`src/rtl/cpu_error_ctrl_pkg.sv`:
```
// cpu_error_ctrl_pkg: shared definitions for the CPU error-handling controller.
//   - source index constants (ERR_SRC_ICACHE .. ERR_SRC_WB)
//   - controller state type (ERR_ST_IDLE, ERR_ST_HALT_REQ, ERR_ST_HALTED, ERR_ST_TIMEOUT)
//   - NUM_SRC / ID_W defaults and the reset-active level
// Optional feature macro used by the other files: ERR_MASK_EN.
package cpu_error_ctrl_pkg;

  localparam int unsigned ERR_SRC_ICACHE = 0;
  localparam int unsigned ERR_SRC_DCACHE = 1;
  localparam int unsigned ERR_SRC_IF     = 2;
  localparam int unsigned ERR_SRC_ID     = 3;
  localparam int unsigned ERR_SRC_LAUNCH = 4;
  localparam int unsigned ERR_SRC_EX     = 5;
  localparam int unsigned ERR_SRC_MM     = 6;
  localparam int unsigned ERR_SRC_MEM    = 7;
  localparam int unsigned ERR_SRC_WB     = 8;

  localparam int NUM_SRC_DEF = 9;
  localparam int ID_W_DEF    = 4;

  // Reset is active-low.
  localparam logic RstEnable = 1'b0;

  typedef enum logic [1:0] {
    ERR_ST_IDLE     = 2'd0,
    ERR_ST_HALT_REQ = 2'd1,
    ERR_ST_HALTED   = 2'd2,
    ERR_ST_TIMEOUT  = 2'd3
  } err_state_e;

endpackage

```
`src/rtl/cpu_error_ctrl_if.sv`:
```
// cpu_error_ctrl_if: error/halt signal bundle between the pipeline and the
// error controller.
//   slave  modport: controller side (error strobes, ack, clear in; record out)
//   master modport: pipeline/debug side (the reverse)
// With ERR_MASK_EN defined, err_mask_i (NUM_SRC bits) is added as a
// controller input.
interface cpu_error_ctrl_if #(
  parameter int NUM_SRC = 9,
  parameter int ID_W    = 4,
  parameter int CYC_W   = 32
);
  logic [NUM_SRC-1:0] err_src_i;
  logic               halt_ack_i;
  logic               clear_i;
`ifdef ERR_MASK_EN
  logic [NUM_SRC-1:0] err_mask_i;
`endif
  logic               halt_req_o;
  logic               err_valid_o;
  logic [ID_W-1:0]    err_id_o;
  logic [CYC_W-1:0]   err_cycle_o;
  logic               err_multi_o;
  logic               halt_timeout_o;
  logic               cpu_inner_error_o;

`ifdef ERR_MASK_EN
  modport slave (
    input  err_src_i, halt_ack_i, clear_i, err_mask_i,
    output halt_req_o, err_valid_o, err_id_o, err_cycle_o, err_multi_o,
           halt_timeout_o, cpu_inner_error_o
  );
  modport master (
    output err_src_i, halt_ack_i, clear_i, err_mask_i,
    input  halt_req_o, err_valid_o, err_id_o, err_cycle_o, err_multi_o,
           halt_timeout_o, cpu_inner_error_o
  );
`else
  modport slave (
    input  err_src_i, halt_ack_i, clear_i,
    output halt_req_o, err_valid_o, err_id_o, err_cycle_o, err_multi_o,
           halt_timeout_o, cpu_inner_error_o
  );
  modport master (
    output err_src_i, halt_ack_i, clear_i,
    input  halt_req_o, err_valid_o, err_id_o, err_cycle_o, err_multi_o,
           halt_timeout_o, cpu_inner_error_o
  );
`endif

endinterface

```
`src/rtl/cpu_error_ctrl_prio_enc.sv`:
```
// cpu_err_prio_enc: combinational highest-index-wins priority encoder.
//   req_i   : NUM_SRC request bits
//   valid_o : any request set
//   id_o    : index of the highest set bit (0 when none)
module cpu_err_prio_enc #(
  parameter int NUM_SRC = 9,
  parameter int ID_W    = 4
) (
  input  logic [NUM_SRC-1:0] req_i,
  output logic               valid_o,
  output logic [ID_W-1:0]    id_o
);

  always_comb begin
    valid_o = |req_i;
    id_o    = '0;
    // Ascending scan: the last set bit seen is the highest, i.e. the oldest stage.
    for (int unsigned i = 0; i < NUM_SRC; i++) begin
      if (req_i[i]) id_o = ID_W'(i);
    end
  end

endmodule

```
`src/rtl/cpu_error_ctrl.sv`:
```
// cpu_error_ctrl: error-handling controller for the 7-stage pipeline.
// Captures the highest-priority error source and the cycle it was seen on,
// requests a pipeline halt, waits for the ack (or times out) and holds a
// sticky error record until clear_i.
//   clk, rst_n : clock, synchronous active-low reset
//   bus        : cpu_error_ctrl_if.slave (err_src_i, halt_ack_i, clear_i,
//                halt_req_o, err_valid_o, err_id_o, err_cycle_o,
//                err_multi_o, halt_timeout_o, cpu_inner_error_o)
// Optional: define ERR_MASK_EN to add err_mask_i; masked sources are ignored.
module cpu_error_ctrl
  import cpu_error_ctrl_pkg::*;
#(
  parameter int NUM_SRC      = NUM_SRC_DEF,
  parameter int ID_W         = ID_W_DEF,
  parameter int CYC_W        = 32,
  parameter int HALT_TIMEOUT = 255
) (
  input logic              clk,
  input logic              rst_n,
  cpu_error_ctrl_if.slave  bus
);

  localparam int TMO_W = (HALT_TIMEOUT < 256) ? 8 : $clog2(HALT_TIMEOUT + 1);

  err_state_e         state_q;
  logic [CYC_W-1:0]   cyc_q, cyc_d;
  logic [TMO_W-1:0]   tmo_q;
  logic               halt_req_q;
  logic               err_valid_q;
  logic [ID_W-1:0]    err_id_q;
  logic [CYC_W-1:0]   err_cycle_q;
  logic               err_multi_q;
  logic               halt_timeout_q;

  logic [NUM_SRC-1:0] src_eff;
  logic               any_src;
  logic [ID_W-1:0]    win_id;

  always_comb begin
`ifdef ERR_MASK_EN
    src_eff = bus.err_src_i & ~bus.err_mask_i;
`else
    src_eff = bus.err_src_i;
`endif
    cyc_d = cyc_q + CYC_W'(1);
  end

  cpu_err_prio_enc #(
    .NUM_SRC (NUM_SRC),
    .ID_W    (ID_W)
  ) u_prio (
    .req_i   (src_eff),
    .valid_o (any_src),
    .id_o    (win_id)
  );

  always_ff @(posedge clk) begin
    if (rst_n == RstEnable) begin
      state_q        <= ERR_ST_IDLE;
      cyc_q          <= '0;
      tmo_q          <= '0;
      halt_req_q     <= 1'b0;
      err_valid_q    <= 1'b0;
      err_id_q       <= '0;
      err_cycle_q    <= '0;
      err_multi_q    <= 1'b0;
      halt_timeout_q <= 1'b0;
    end else begin
      cyc_q <= cyc_d;
      if (state_q == ERR_ST_IDLE) begin
        // clear_i is ignored here; a pending source is captured.
        if (any_src) begin
          state_q     <= ERR_ST_HALT_REQ;
          err_valid_q <= 1'b1;
          halt_req_q  <= 1'b1;
          err_id_q    <= win_id;
          err_cycle_q <= cyc_q;
          tmo_q       <= '0;
        end
      end else if (bus.clear_i) begin
        // Clear beats any source on the same cycle; a held source is
        // picked up from IDLE on the next cycle.
        state_q        <= ERR_ST_IDLE;
        halt_req_q     <= 1'b0;
        err_valid_q    <= 1'b0;
        err_id_q       <= '0;
        err_cycle_q    <= '0;
        err_multi_q    <= 1'b0;
        halt_timeout_q <= 1'b0;
      end else begin
        if (any_src) err_multi_q <= 1'b1;
        unique case (state_q)
          ERR_ST_HALT_REQ: begin
            // Ack is checked first so it wins over a coincident timeout.
            if (bus.halt_ack_i) begin
              state_q <= ERR_ST_HALTED;
            end else if (tmo_q == TMO_W'(HALT_TIMEOUT)) begin
              state_q        <= ERR_ST_TIMEOUT;
              halt_timeout_q <= 1'b1;
            end else begin
              tmo_q <= tmo_q + TMO_W'(1);
            end
          end
          ERR_ST_HALTED, ERR_ST_TIMEOUT: ;
          default: state_q <= ERR_ST_IDLE;
        endcase
      end
    end
  end

  assign bus.halt_req_o        = halt_req_q;
  assign bus.err_valid_o       = err_valid_q;
  assign bus.err_id_o          = err_id_q;
  assign bus.err_cycle_o       = err_cycle_q;
  assign bus.err_multi_o       = err_multi_q;
  assign bus.halt_timeout_o    = halt_timeout_q;
  assign bus.cpu_inner_error_o = err_valid_q;

endmodule

```
`src/flat_wrapper.sv`:
```
// flat-port wrapper written by rule: the top's interface ports become plain ports
module cpu_error_ctrl_flat import cpu_error_ctrl_pkg::*;
#(
  parameter int NUM_SRC      = NUM_SRC_DEF,
  parameter int ID_W         = ID_W_DEF,
  parameter int CYC_W        = 32,
  parameter int HALT_TIMEOUT = 255
)
  (clk, rst_n, bus_err_src_i, bus_halt_ack_i, bus_clear_i, bus_halt_req_o, bus_err_valid_o, bus_err_id_o, bus_err_cycle_o, bus_err_multi_o, bus_halt_timeout_o, bus_cpu_inner_error_o);
  cpu_error_ctrl_if #(.NUM_SRC(NUM_SRC), .ID_W(ID_W), .CYC_W(CYC_W)) bus_i ();
  input logic clk;
  input logic rst_n;
  input wire logic [$bits(bus_i.err_src_i)-1:0] bus_err_src_i;
  input wire logic [$bits(bus_i.halt_ack_i)-1:0] bus_halt_ack_i;
  input wire logic [$bits(bus_i.clear_i)-1:0] bus_clear_i;
  output wire logic [$bits(bus_i.halt_req_o)-1:0] bus_halt_req_o;
  output wire logic [$bits(bus_i.err_valid_o)-1:0] bus_err_valid_o;
  output wire logic [$bits(bus_i.err_id_o)-1:0] bus_err_id_o;
  output wire logic [$bits(bus_i.err_cycle_o)-1:0] bus_err_cycle_o;
  output wire logic [$bits(bus_i.err_multi_o)-1:0] bus_err_multi_o;
  output wire logic [$bits(bus_i.halt_timeout_o)-1:0] bus_halt_timeout_o;
  output wire logic [$bits(bus_i.cpu_inner_error_o)-1:0] bus_cpu_inner_error_o;
  assign bus_i.err_src_i = bus_err_src_i;
  assign bus_i.halt_ack_i = bus_halt_ack_i;
  assign bus_i.clear_i = bus_clear_i;
  assign bus_halt_req_o = bus_i.halt_req_o;
  assign bus_err_valid_o = bus_i.err_valid_o;
  assign bus_err_id_o = bus_i.err_id_o;
  assign bus_err_cycle_o = bus_i.err_cycle_o;
  assign bus_err_multi_o = bus_i.err_multi_o;
  assign bus_halt_timeout_o = bus_i.halt_timeout_o;
  assign bus_cpu_inner_error_o = bus_i.cpu_inner_error_o;
  cpu_error_ctrl #(.NUM_SRC(NUM_SRC), .ID_W(ID_W), .CYC_W(CYC_W), .HALT_TIMEOUT(HALT_TIMEOUT)) u_core (.clk(clk), .rst_n(rst_n), .bus(bus_i));
endmodule
```
`config.mk`:
```
export PLATFORM = sky130hd
export DESIGN_NAME = cpu_error_ctrl_flat
export DESIGN_NICKNAME = d
export VERILOG_FILES = /design/src/rtl/cpu_error_ctrl_pkg.sv /design/src/rtl/cpu_error_ctrl_if.sv /design/src/rtl/cpu_error_ctrl_prio_enc.sv /design/src/rtl/cpu_error_ctrl.sv /design/src/flat_wrapper.sv
export SDC_FILE = /design/constraint.sdc
export NUM_CORES = 1
export LEC_CHECK = 0
export CORE_MARGIN = 2
export CORE_UTILIZATION = 52
export CTS_CLUSTER_DIAMETER = 100
export DETAILED_ROUTE_END_ITERATION = 6
export PLACE_DENSITY_LB_ADDON = 0.15
export SYNTH_ARGS = -nofsm -noshare
export SYNTH_HDL_FRONTEND = slang
export SYNTH_SLANG_ARGS = --single-unit
export TNS_END_PERCENT = 30
```
`constraint.sdc`:
```
create_clock -name clk -period 2.5 [get_ports clk]
set_input_delay 0.75 -clock clk [delete_from_list [all_inputs] [get_ports clk]]
set_output_delay 0.75 -clock clk [all_outputs]
set_load 0.02 [all_outputs]
```
Word level (Yosys, flattened, before mapping)
Index checks and enable logic that the tools add are counted.

operators by class
  add/subtract/negate cells = 2
  equality and inequality tests = 11
  mux-type cells = 34
  bitwise logic cells = 1
  reduce and logical (&&, ||, !) cells = 13

operators by type and width
  operator                                                                  count
  32-bit 2-to-1 mux                                                         3
  8-bit 2-to-1 mux                                                          6
  4-bit 2-to-1 mux                                                          10
  32-bit by 1-bit adder with 32-bit output (second input constant)          1
  2-bit 2-to-1 mux                                                          5
  2-bit by 1-bit inequality test with 1-bit output (second input constant)  5
  2-bit nonzero test                                                        5
  1-bit 2-to-1 mux                                                          9
  9-bit OR reduction                                                        1
  8-bit by 1-bit adder with 8-bit output (second input constant)            1
  8-bit equality test (second input constant)                               1
  5-bit by 3-bit inequality test with 1-bit output (second input constant)  1
  5-bit AND reduction                                                       1
  2-bit equality test (second input constant)                               2
  2-bit case mux with 2 select lines                                        1
  2-bit AND reduction                                                       2
  4-bit AND reduction                                                       1
  3-bit by 2-bit inequality test with 1-bit output (second input constant)  1
  3-bit AND reduction                                                       1
  2-bit by 1-bit equality test with 1-bit output (second input constant)    1
  2-bit zero test                                                           1
  2-bit OR reduction                                                        1
  1-bit NOT                                                                 1

storage, ports and cells
  register bits = 81
  output and inout port bits = 41
  logic and storage cells = 69

Depth between registers and ports, before layout
Gate-level depths: netlist (run 1).

  depth in word-level cells = 10
  gate-level depth with buffers = 6
  gate-level depth less buffers = 5

Modules after synthesis
Synthesis (run 1) repeated with hierarchy kept, for this count alone.

unflattened totals
  cell total of the unflattened synthesis = 385
  area, all modules = 3388.2 sq um

modules (own cells, without submodules)
  module            times used  cells each  area an instance (sq um)
  cpu_error_ctrl    1           371         3310.7
  cpu_err_prio_enc  1           14          77.6

Least setup slack after synthesis (run 1)
Ideal clock, no wire load.

  kind = input to register
  start point = input port bus_clear_i
  end point = register u_core.tmo_q[5]
  data arrival time = 1.956 ns
  slack = 0.470 ns
  cell stages on the path = 3
  buffers on the path = 0
  path through = or4b_1 > or4_1 > a31oi_1

between the ends
  word-level cells in the longest chain between the ends = 2

ends and longest elaborated chain
  what                                                        line                   RTL
  start, declared                                             flat_wrapper.sv:15     input wire logic [$bits(bus_i.clear_i)-1:0] bus_clear_i;
  2-bit by 1-bit inequality test with 1-bit output (no line)  n/a
  5-bit AND reduction (no line)                               n/a
  end signal, assigned                                        cpu_error_ctrl.sv:101  tmo_q <= tmo_q + TMO_W'(1);
  end, declared                                               cpu_error_ctrl.sv:27   logic [TMO_W-1:0] tmo_q;

Every way passes these cells.
A chain may end at the register's enable or synchronous reset.

Worst setup path in the final report (run 1)
Ends and elaborated chain as after synthesis.

==> results.ini, run 1 <==
[outcome]
run_status=finished, final reports clean

[cts]
cts.repair_timing.setup_buffer_count=0
cts-buffers-inserted=9
cts.clk_slew.worst_paths_ns=0.08
ctsLongestPathBuffers=2
clkSinkCount=81
cts_hold_repair.buffers=0
cts-root-buf=sky130_fd_sc_hd__clkbuf_8
cts_repair_resize_count=0
tritoncts=done
insertion_delay_ns=0.36
htreeDepth=3

[pwr]
powerDensity_nw_per_um2=617
cellInternalPower_uw=1940
switching_power_uw=595
power.leakage_uw=0.00142
max-vdd-ir-drop_mv=0.325
power_frac_comb=0.083
share_clk_of_total_power=0.395
pwr-share-seq=0.523
netSwitchingFraction=0.235

[routing]
viasPerCell=5.91
ant_nets=0
drtIter0Drc=192
routed_wirelength_um=7140
detailroute.via_count=2814
drt_drc_violations_left=0
routedWlPerCell_um=15.0
drt_pre_antenna_iters=5

[floorplanning]
dieArea_um2=6890
die-width_um=83.0
fp.coreArea_um2=5990
die_y_um=83.0
row_count=28
design.portCount=54
start_util=0.542

[timing]
finalCritPeriodShare=0.849
fmax_mhz=471
worst_pin_slew_ns=0.444
slew_headroom=0.700
final-hold-violation-count=0
finalClockSkew_ns=0.0102
period_minus_slack_ns=2.12
setup_viol=0
slew_viol_final=0
setup_total_negative_slack_ns=0
setup_repair_after_global_routing_missed_its_margin=no

[global_routing]
initial_antenna_violation_count=0
grt_use_total=0.208
grt_pass1_vias=2567
gr-total-overflow=0
maximum_number_of_pins_on_one_net_before_global_route_repair=35
grt_pass1_wl_um=11900

[setup_path]
r2r_setup_slack_ns=0.52
worst-path-max-fanout=3
r2r_startpoint=u_core.cyc_q[2]$_SDFF_PN0_
cp_data_arrival_time_ns=2.40
path_class=in2reg
reg2reg_depth=4
reg2reg_to=u_core.cyc_q[31]$_SDFF_PN0_
worst-endpoint-required_ns=2.78
timing.critical_path.from_type=primary input
timing.critical_path.to_type=flop

[synth]
ys.warnings.count=0
ys_seq_area_frac=0.500
leading_register_cell_type_out_of_synthesis=sky130_fd_sc_hd__dfxtp_1
synth.net_count=354
synth-async-reset-ratio=0
synth_edf_count=0
synthCells=339
synth-seq-cells=81
netlist_area_um2=3240
syn_avg_cell_area_um2=9.57
synth_cell_type_count=41

[layout]
layout_commonest_cell=sky130_fd_sc_hd__dfxtp_1
antenna_diodes=0
finalNetCount=411
finalCoreUtilization=0.685
share_of_layout_cells_above_drive_strength_1=0.0923
syn2layout_area_growth_pct=26.5
final_standard_cell_area_without_fillers_um2=4110
layout.cells.most_common_list=sky130_fd_sc_hd__dfxtp_1 (81), sky130_fd_sc_hd__clkdlybuf4s50_1 (53), sky130_fd_sc_hd__a22o_1 (34)

[min_path]
min_to=u_core.bus.err_cycle_o[27]$_SDFFE_PN0P_
min_path_cells=1
worst_hold_check_path_type=reg2reg
holdCritStartpoint=u_core.bus.err_cycle_o[27]$_SDFFE_PN0P_

[placed_design]
placement.io_buffers=53
placement.cell_area_um2=3890
place_congestion=0.850
dp.final_hpwl_um=4730

[flow_run]
max_cap_viol=0

critical path, cell delays in order:
cell and delay, ns:
sky130_fd_sc_hd__clkdlybuf4s50_1 0.45, sky130_fd_sc_hd__or4b_1 0.54, sky130_fd_sc_hd__or4_1 0.51, sky130_fd_sc_hd__a31oi_1 0.16
state kept, by name, indices dropped and copies added, names as in the netlist:
name,count
u_core.bus.err_cycle_o,32
u_core.bus.err_id_o,4
u_core.state_q,2
u_core.bus.halt_timeout_o,1
u_core.bus.err_multi_o,1
u_core.cyc_q,32
u_core.bus.cpu_inner_error_o,1
u_core.tmo_q,8
how the worst max path moves through the flow:
stage / from / endpoint / slack [ns] / depth (start not counted)
after floorplan: bus_clear_i / u_core.tmo_q[5]$_SDFFE_PN0P_ / 0.47 / 3
after global placement: bus_clear_i / u_core.tmo_q[5]$_SDFFE_PN0P_ / 0.05 / 4
after detailed placement: bus_clear_i / u_core.tmo_q[5]$_SDFFE_PN0P_ / 0.01 / 4
after CTS: u_core.bus.cpu_inner_error_o$_SDFFE_PN0P_ / bus_err_valid_o / 0.37 / 1
after global routing: bus_halt_ack_i / u_core.tmo_q[7]$_SDFFE_PN0P_ / 0.28 / 6
final: bus_clear_i / u_core.tmo_q[5]$_SDFFE_PN0P_ / 0.38 / 4
power by group through the flow:
stage	Clock (uW)	Sequential (uW)	Combinational, uW
global placement	0	1350	205
detailed placement	0	1350	208
CTS	1020	1320	209
floorplan	0	1360	101
global route	1070	1330	225
finish	1000	1320	209
routing by layer:
| metal | part of all wire | GRT usage | up-vias |
|---|---|---|---|
| li1 | - | - | 1394 |
| met3 | 0.048 | 0.0537 | 9 |
| met1 | 0.47 | 0.265 | 1343 |
| met2 | 0.47 | 0.333 | 68 |
| met5 | 0 | 0 | - |
| met4 | 0.012 | 0.0924 | 0 |
cells by family after synthesis:
| family | after synthesis | synth area share |
|---|---|---|
| adders and majority gates | 2 | 0.00771 |
| and+or+nand+nor | 117 | 0.209 |
| DFF | 81 | 0.500 |
| buffers and inverters | 28 | 0.0405 |
| AOI/OAI and AO/OA | 100 | 0.214 |
| xor gates and xnor gates | 11 | 0.0297 |
through the flow:
step | total power, uW | hold WS [ns] | std cells | setup WS, ns
final | 2530 | 0.474 | 476 | 0.377
after detailed placement | 1560 | 0.449 | 460 | 0.0138
after global placement | 1560 | 0.441 | 460 | 0.0460
after CTS | 2550 | 0.473 | 476 | 0.366
after floorplan | 1470 | 0.426 | 339 | 0.470
after global routing | 2630 | 0.491 | 476 | 0.279
cells in the mapped netlist (2+ instances only):
cell	n	area (um2)
sky130_fd_sc_hd__a21oi_1	28	140
sky130_fd_sc_hd__a22o_1	34	298
sky130_fd_sc_hd__a31oi_1	7	43.8
sky130_fd_sc_hd__and2_1	4	25.0
sky130_fd_sc_hd__and4_1	3	26.3
sky130_fd_sc_hd__buf_2	6	30.0
sky130_fd_sc_hd__buf_4	3	22.5
sky130_fd_sc_hd__clkbuf_1	9	33.8
sky130_fd_sc_hd__dfxtp_1	81	1620
sky130_fd_sc_hd__ha_1	2	25.0
sky130_fd_sc_hd__inv_1	8	30.0
sky130_fd_sc_hd__nand2_1	17	63.8
sky130_fd_sc_hd__nand3_1	17	85.1
sky130_fd_sc_hd__nand3b_1	3	22.5
sky130_fd_sc_hd__nand4_1	10	62.6
sky130_fd_sc_hd__nor2_1	20	75.1
sky130_fd_sc_hd__nor3_1	7	35.0
sky130_fd_sc_hd__nor4_1	2	12.5
sky130_fd_sc_hd__o211ai_1	2	15.0
sky130_fd_sc_hd__o21ai_0	10	50.1
sky130_fd_sc_hd__o31ai_1	16	120
sky130_fd_sc_hd__or2_2	2	12.5
sky130_fd_sc_hd__or3_1	7	43.8
sky130_fd_sc_hd__or4_1	15	113
sky130_fd_sc_hd__xnor2_1	2	17.5
sky130_fd_sc_hd__xor2_1	9	78.8
final cells by class:
cell class | instances | area (um2)
Sequential cell | 81 | 1620
Timing Repair Buffer | 66 | 653
Inverter | 8 | 30.0
Fill cell | 464 | 1890
Multi-Input combinational cell | 230 | 1490
Clock buffer | 12 | 165
Clock inverter | 4 | 50.0
Tap cell | 75 | 93.8
Note: power is estimated with default switching activity, not from simulation.
==> run 2: changes to the inputs <==
--- a/config.mk
+++ b/config.mk
@@ -6,7 +6,7 @@
 export NUM_CORES = 1
 export LEC_CHECK = 0
 export CORE_MARGIN = 2
-export CORE_UTILIZATION = 52
+export CORE_UTILIZATION = 47
 export CTS_CLUSTER_DIAMETER = 100
 export DETAILED_ROUTE_END_ITERATION = 6
 export PLACE_DENSITY_LB_ADDON = 0.15
==> constraint.sdc (replaced) <==
create_clock -name clk -period 1.8 [get_ports clk]
set_input_delay 0.54 -clock clk [delete_from_list [all_inputs] [get_ports clk]]
set_output_delay 0.54 -clock clk [all_outputs]
set_load 0.02 [all_outputs]
==> run 2 against run 1 <==
  * Combinational power is 73% higher
  * Clock power grew 32%
  * Core utilization is 2.1 points lower
  * Highest routed layer unchanged
  * Power up 39%
  * Routed wire length is 16% higher
  * Worst hold slack got worse by 0.0058 ns
  * Design area is 8.7% higher
==> results.ini, run 2 (synthesized netlist as in run 1, its figures left out) <==
[min_path]
holdCritStartpoint=u_core.bus.err_cycle_o[3]$_SDFFE_PN0P_
worst_hold_check_path_type=reg2reg

[timing]
setup_viol=0
fin_worst_setup_slack_ns=0.0854
worst_pin_slew_ns=0.321
finalCritPeriodShare=0.953
fmax_mhz=583
worst_hold_slack_ns=0.468
slew_headroom=0.784
slew_viol_final=0
finalClockSkew_ns=0.0111
final-hold-violation-count=0
period_minus_slack_ns=1.71
setup_repair_after_global_routing_missed_its_margin=no

[cts]
cts_hold_repair.buffers=0
ctsLongestPathBuffers=2
insertion_delay_ns=0.35
htreeDepth=3
tritoncts=done
cts-root-buf=sky130_fd_sc_hd__clkbuf_8
clkSinkCount=81
cts.clk_slew.worst_paths_ns=0.08
cts-buffers-inserted=9

[placed_design]
place_congestion=0.818
dp.final_hpwl_um=4940
post-place-cells=490
placement.io_buffers=53
placement.setup.worst_slack_ns=-0.444

[setup_path]
r2r_startpoint=u_core.cyc_q[19]$_SDFF_PN0_
cp_data_arrival_time_ns=2.01
timing.critical_path.to_type=flop
path_class=in2reg
crit_path_start=bus_err_src_i[3]
worst-path-max-fanout=8
timing.critical_path.from_type=primary input
worst-endpoint-required_ns=2.10
r2r_setup_slack_ns=0.10

[routing]
drt_pre_antenna_iters=4
drt_drc_violations_left=0
ant_nets=0
routedWlPerCell_um=16.2
routed_wirelength_um=8310
viasPerCell=5.86
detailroute.via_count=3013
drtIter0Drc=188

[global_routing]
grt_pass1_vias=2691
grt_use_total=0.198
maximum_number_of_pins_on_one_net_before_global_route_repair=35
gr-total-overflow=0
initial_antenna_violation_count=0
grt_pass1_wl_um=11900

[layout]
antenna_diodes=0
sequential_cell_area_um2=1620
share_of_layout_cells_above_drive_strength_1=0.180
multi_input_area_um2=1570
syn2layout_area_growth_pct=37.6
finalNetCount=445
layout.filler_cells=570
layout_commonest_cell=sky130_fd_sc_hd__dfxtp_1
layoutNonFillerInstCount=514
finalCoreUtilization=0.664
layout.cells.most_common_list=sky130_fd_sc_hd__dfxtp_1 (79), sky130_fd_sc_hd__dlygate4sd2_1 (43), sky130_fd_sc_hd__buf_4 (35)

[floorplanning]
die_y_um=87.1
row_count=30
die-width_um=87.1
dieArea_um2=7580
design.portCount=54
fp.coreArea_um2=6720
start_util=0.483

[pwr]
powerDensity_nw_per_um2=788
power.leakage_uw=0.00188
max-vdd-ir-drop_mv=0.450
power.total_uw=3520

[flow_run]
max_cap_viol=0

[outcome]
run_status=finished, final reports clean

## run 2: layer usage
layer  up-vias  GRT usage  wire length (um)  part of all wire
li1       1480          -                 -                 -
met1      1415      0.253              3690              0.44
met2        98      0.316              3970              0.48
met3        20     0.0427               423             0.051
met4         0     0.0966               225             0.027
met5         -          0                 0                 0
## run 2: cell type report
| class | count | area share |
|---|---|---|
| clock buffer | 10 | 0.0308 |
| timing repair buffer | 98 | 0.212 |
| multi-input combinational | 232 | 0.352 |
| inverter | 8 | 0.00673 |
| clock inverter | 5 | 0.0121 |
| tap | 80 | 0.0224 |
| sequential | 81 | 0.364 |
## run 2: what timing repair did
item / CTS / global route
endpoints found under the setup margin: 78 / 49
endpoints found under the hold margin: 0 / 0
pin swaps: 2 / 4
resized for setup: 44 / 13
buffers inserted: 0 / 2
cloned: 0 / 7
## run 2: worst paths after layout
| path | to | cells after the start |
|---|---|---|
| min reg2reg | u_core.bus.err_cycle_o[3]$_SDFFE_PN0P_ | 1 |
| max | u_core.bus.err_cycle_o[12]$_SDFFE_PN0P_ | 7 |
| min | u_core.bus.err_cycle_o[3]$_SDFFE_PN0P_ | 1 |
| max reg2reg | u_core.cyc_q[23]$_SDFF_PN0_ | 4 |
## run 2: through the flow
step                      cell area, um2  TNS, ns
after floorplan                     3250        0
after global placement              4110   -16.14
after detailed placement            4110   -18.20
after CTS                           4260   -0.130
after global routing                4460        0
final                               4460        0
## run 2: worst max-delay path, cell delays in order
cell and delay, ns:
sky130_fd_sc_hd__clkdlybuf4s50_1 0.41, sky130_fd_sc_hd__nor2_1 0.27, sky130_fd_sc_hd__nand3_4 0.13, sky130_fd_sc_hd__a21oi_4 0.23, sky130_fd_sc_hd__buf_12 0.16, sky130_fd_sc_hd__buf_6 0.15, sky130_fd_sc_hd__a22o_1 0.13
## run 2: report_power, final
part	total, uW	internal (uW)	switching [uW]
clock network	1320	669	652
logic	361	166	195
registers	1840	1820	20.4
==> run 3: changes to the inputs <==
--- a/config.mk
+++ b/config.mk
@@ -5,8 +5,9 @@
 export SDC_FILE = /design/constraint.sdc
 export NUM_CORES = 1
 export LEC_CHECK = 0
+export ABC_AREA = 1
 export CORE_MARGIN = 2
-export CORE_UTILIZATION = 47
+export CORE_UTILIZATION = 49
 export CTS_CLUSTER_DIAMETER = 100
 export DETAILED_ROUTE_END_ITERATION = 6
 export PLACE_DENSITY_LB_ADDON = 0.15
==> run 3 against run 2 <==
  * Clock skew shrank 0.0017 ns
  * Power up 11%
  * Flip-flop and latch count unchanged
  * Global-route usage is 3.0 points higher
  * Count of clock-buffer cells in the layout grew 1
  * Sequential power is essentially flat
  * Setup slack improved by 0.058 ns
  * Routed wire length increased by 9.5%
  * Register-to-register slack improved by 0.09 ns
  * First-iteration DRC count decreased by 1.6%
  * Area after synthesis rose by 20%
  * Combinational power grew 23%
  * Highest routed layer unchanged
==> results.ini, run 3 <==
[synth]
post-synth-top-area-fraction=0.416
ys.warnings.count=0
synth_cell_type_count=30
synth-seq-cells=81
commonest_cells_post_synth=sky130_fd_sc_hd__nand2_1 (167), sky130_fd_sc_hd__nor2_1 (82), sky130_fd_sc_hd__dfxtp_1 (81), sky130_fd_sc_hd__a21oi_1 (61), sky130_fd_sc_hd__nand3_1 (49)
netlist.top_cell.by_area=sky130_fd_sc_hd__dfxtp_1
synthCells=571
synth_most_common_cell=sky130_fd_sc_hd__nand2_1
syn_avg_cell_area_um2=6.83
synth_edf_count=0
ys_seq_area_frac=0.416
yosys-top-cells-area=sky130_fd_sc_hd__dfxtp_1 (42%), sky130_fd_sc_hd__nand2_1 (16%), sky130_fd_sc_hd__nor2_1 (7.9%)
synth.net_count=586
synth-async-reset-ratio=0
netlist_area_um2=3900
leading_register_cell_type_out_of_synthesis=sky130_fd_sc_hd__dfxtp_1

[cts]
cts_hold_repair.buffers=0
cts_repair_resize_count=41
ctsLongestPathBuffers=2
insertion_delay_ns=0.35
cts-root-buf=sky130_fd_sc_hd__clkbuf_8
clkSinkCount=81
cts.repair_timing.setup_buffer_count=0
cts.clk_slew.worst_paths_ns=0.08
cts-buffers-inserted=9
tritoncts=done
htreeDepth=3

[routing]
ant_nets=0
drt_pre_antenna_iters=5
drt_drc_violations_left=0
viasPerCell=4.97
routedWlPerCell_um=12.2
drtIter0Drc=185
routed_wirelength_um=9100
detailroute.via_count=3719

[layout]
antenna_diodes=0
final_standard_cell_area_without_fillers_um2=4860
layout_commonest_cell=sky130_fd_sc_hd__nand2_1
layout.cells.most_common_list=sky130_fd_sc_hd__nand2_1 (167), sky130_fd_sc_hd__nor2_1 (81), sky130_fd_sc_hd__dfxtp_1 (81)
syn2layout_area_growth_pct=24.6
finalNetCount=656
share_of_layout_cells_above_drive_strength_1=0.115

[global_routing]
initial_antenna_violation_count=0
grt_use_total=0.228
grt_pass1_vias=3382
grt_pass1_wl_um=15800
gr-total-overflow=0
maximum_number_of_pins_on_one_net_before_global_route_repair=24

[timing]
setup_repair_after_global_routing_missed_its_margin=no
final-hold-violation-count=0
period_minus_slack_ns=1.66
slew_headroom=0.793
worst_pin_slew_ns=0.309
setup_total_negative_slack_ns=0
worst_hold_slack_ns=0.455
slew_viol_final=0
finalCritPeriodShare=0.921
finalClockSkew_ns=0.00938
setup_viol=0
fin_worst_setup_slack_ns=0.143
fmax_mhz=604

[setup_path]
max_stage_delay_ns=0.50
crit_path_frequent_cell=sky130_fd_sc_hd__nand2_1
cp_data_arrival_time_ns=1.89
timing.critical_path.to_type=flop
timing.critical_path.buf_inv=4
path_class=in2reg
series_of_cell_instances_along_the_critical_path=clkdlybuf4s50_1 > nor2_2 > nand2_1 > clkinv_1 > buf_4 > nand3_4 > nand2_4 > buf_12 > nand2_1 > a21oi_1
worst-endpoint-required_ns=2.03
worst-path-max-fanout=20
crit_slowest_cell=sky130_fd_sc_hd__clkdlybuf4s50_1
cpLargestDelayFamily=buffers and inverters
timing.critical_path.from_type=primary input

[pwr]
powerDensity_nw_per_um2=805
power.total_uw=3910
power.leakage_uw=0.00187
max-vdd-ir-drop_mv=0.757

[outcome]
run_status=finished, final reports clean

[floorplanning]
die_y_um=93.2
design.portCount=54
row_count=32
start_util=0.505
dieArea_um2=8690
fp.coreArea_um2=7730
die-width_um=93.2

[placed_design]
placement.setup.worst_slack_ns=-0.243
placement.cell_area_um2=4670
place_congestion=0.890
placement.io_buffers=53
dp.final_hpwl_um=6750

[flow_run]
max_cap_viol=0

[min_path]
worst_hold_check_path_type=reg2reg

-- run 3: cell types whose count changed after synthesis, moves of 8 or more --
cell	before	now
sky130_fd_sc_hd__nand3b_1	3	11
sky130_fd_sc_hd__inv_1	8	39
sky130_fd_sc_hd__nor2_2	1	11
sky130_fd_sc_hd__a21oi_1	28	61
sky130_fd_sc_hd__o31ai_1	16	0
sky130_fd_sc_hd__nor2_1	20	82
sky130_fd_sc_hd__or4_1	15	0
sky130_fd_sc_hd__nand3_1	17	49
sky130_fd_sc_hd__a22o_1	34	0
sky130_fd_sc_hd__nand2_1	17	167
-- run 3: logic make-up (layout without fill, tap and decap cells) --
family	after synthesis	after routing	share of synthesized area
fa+ha+maj	2	2	0.00641
simple gates	347	347	0.398
xor+xnor	7	7	0.0157
compound gates	69	69	0.0904
flops	81	81	0.416
buf+inv	65	140	0.0737
-- run 3: final cells by class --
cell class,count,area [um2]
inverter,44,165
clock inverter,5,103
clock buffer,11,141
fill,737,2870
timing repair buffer,80,707
tap,102,128
multi-input combinational,425,2000
sequential,81,1620
-- run 3: path summary, 6_finish.rpt --
| check | startpoint | endpoint | slack, ns | cells past startpoint |
|---|---|---|---|---|
| setup / recovery | bus_err_src_i[7] | u_core.bus.err_cycle_o[3]$_SDFFE_PN0P_ | 0.14 | 10 |
| hold / removal | u_core.bus.err_cycle_o[11]$_SDFFE_PN0P_ | u_core.bus.err_cycle_o[11]$_SDFFE_PN0P_ | 0.45 | 2 |
| setup reg to reg | u_core.tmo_q[0]$_SDFFE_PN0P_ | u_core.state_q[0]$_SDFFE_PN0P_ | 0.19 | 10 |
| hold reg to reg | u_core.bus.err_cycle_o[11]$_SDFFE_PN0P_ | u_core.bus.err_cycle_o[11]$_SDFFE_PN0P_ | 0.45 | 2 |
-- run 3: layer usage --
layer  part of all wire  global-route usage
met2               0.44               0.341
met3              0.049              0.0395
met1               0.49               0.326
met4              0.012              0.0895
met5                  0                   0
-- run 3: where the power goes --
part	switching, uW	leakage (uW)	internal (uW)
clock network	653	0.000120	958
logic	269	0.00109	176
registers	29.4	0.000655	1830
total	952	0.00187	2960
-- run 3: worst register-to-register path, cell delays in order, from the launching register on --
cell                      delay (ns)
sky130_fd_sc_hd__dfxtp_1        0.38
sky130_fd_sc_hd__ha_1           0.21
sky130_fd_sc_hd__nand2_1        0.09
sky130_fd_sc_hd__nor2_2         0.13
sky130_fd_sc_hd__nand2_1        0.10
sky130_fd_sc_hd__nand2_1        0.21
sky130_fd_sc_hd__buf_4          0.17
sky130_fd_sc_hd__nand2_1        0.04
sky130_fd_sc_hd__nor2_1         0.10
sky130_fd_sc_hd__nor2_1         0.04
sky130_fd_sc_hd__nor2_1         0.09
-- run 3: through the flow --
step           instances  utilization
6_report             748        0.629
5_1_grt              748        0.629
4_1_cts              748        0.629
3_5_place_dp         732        0.604
3_3_place_gp         732        0.604
2_1_floorplan        571            -
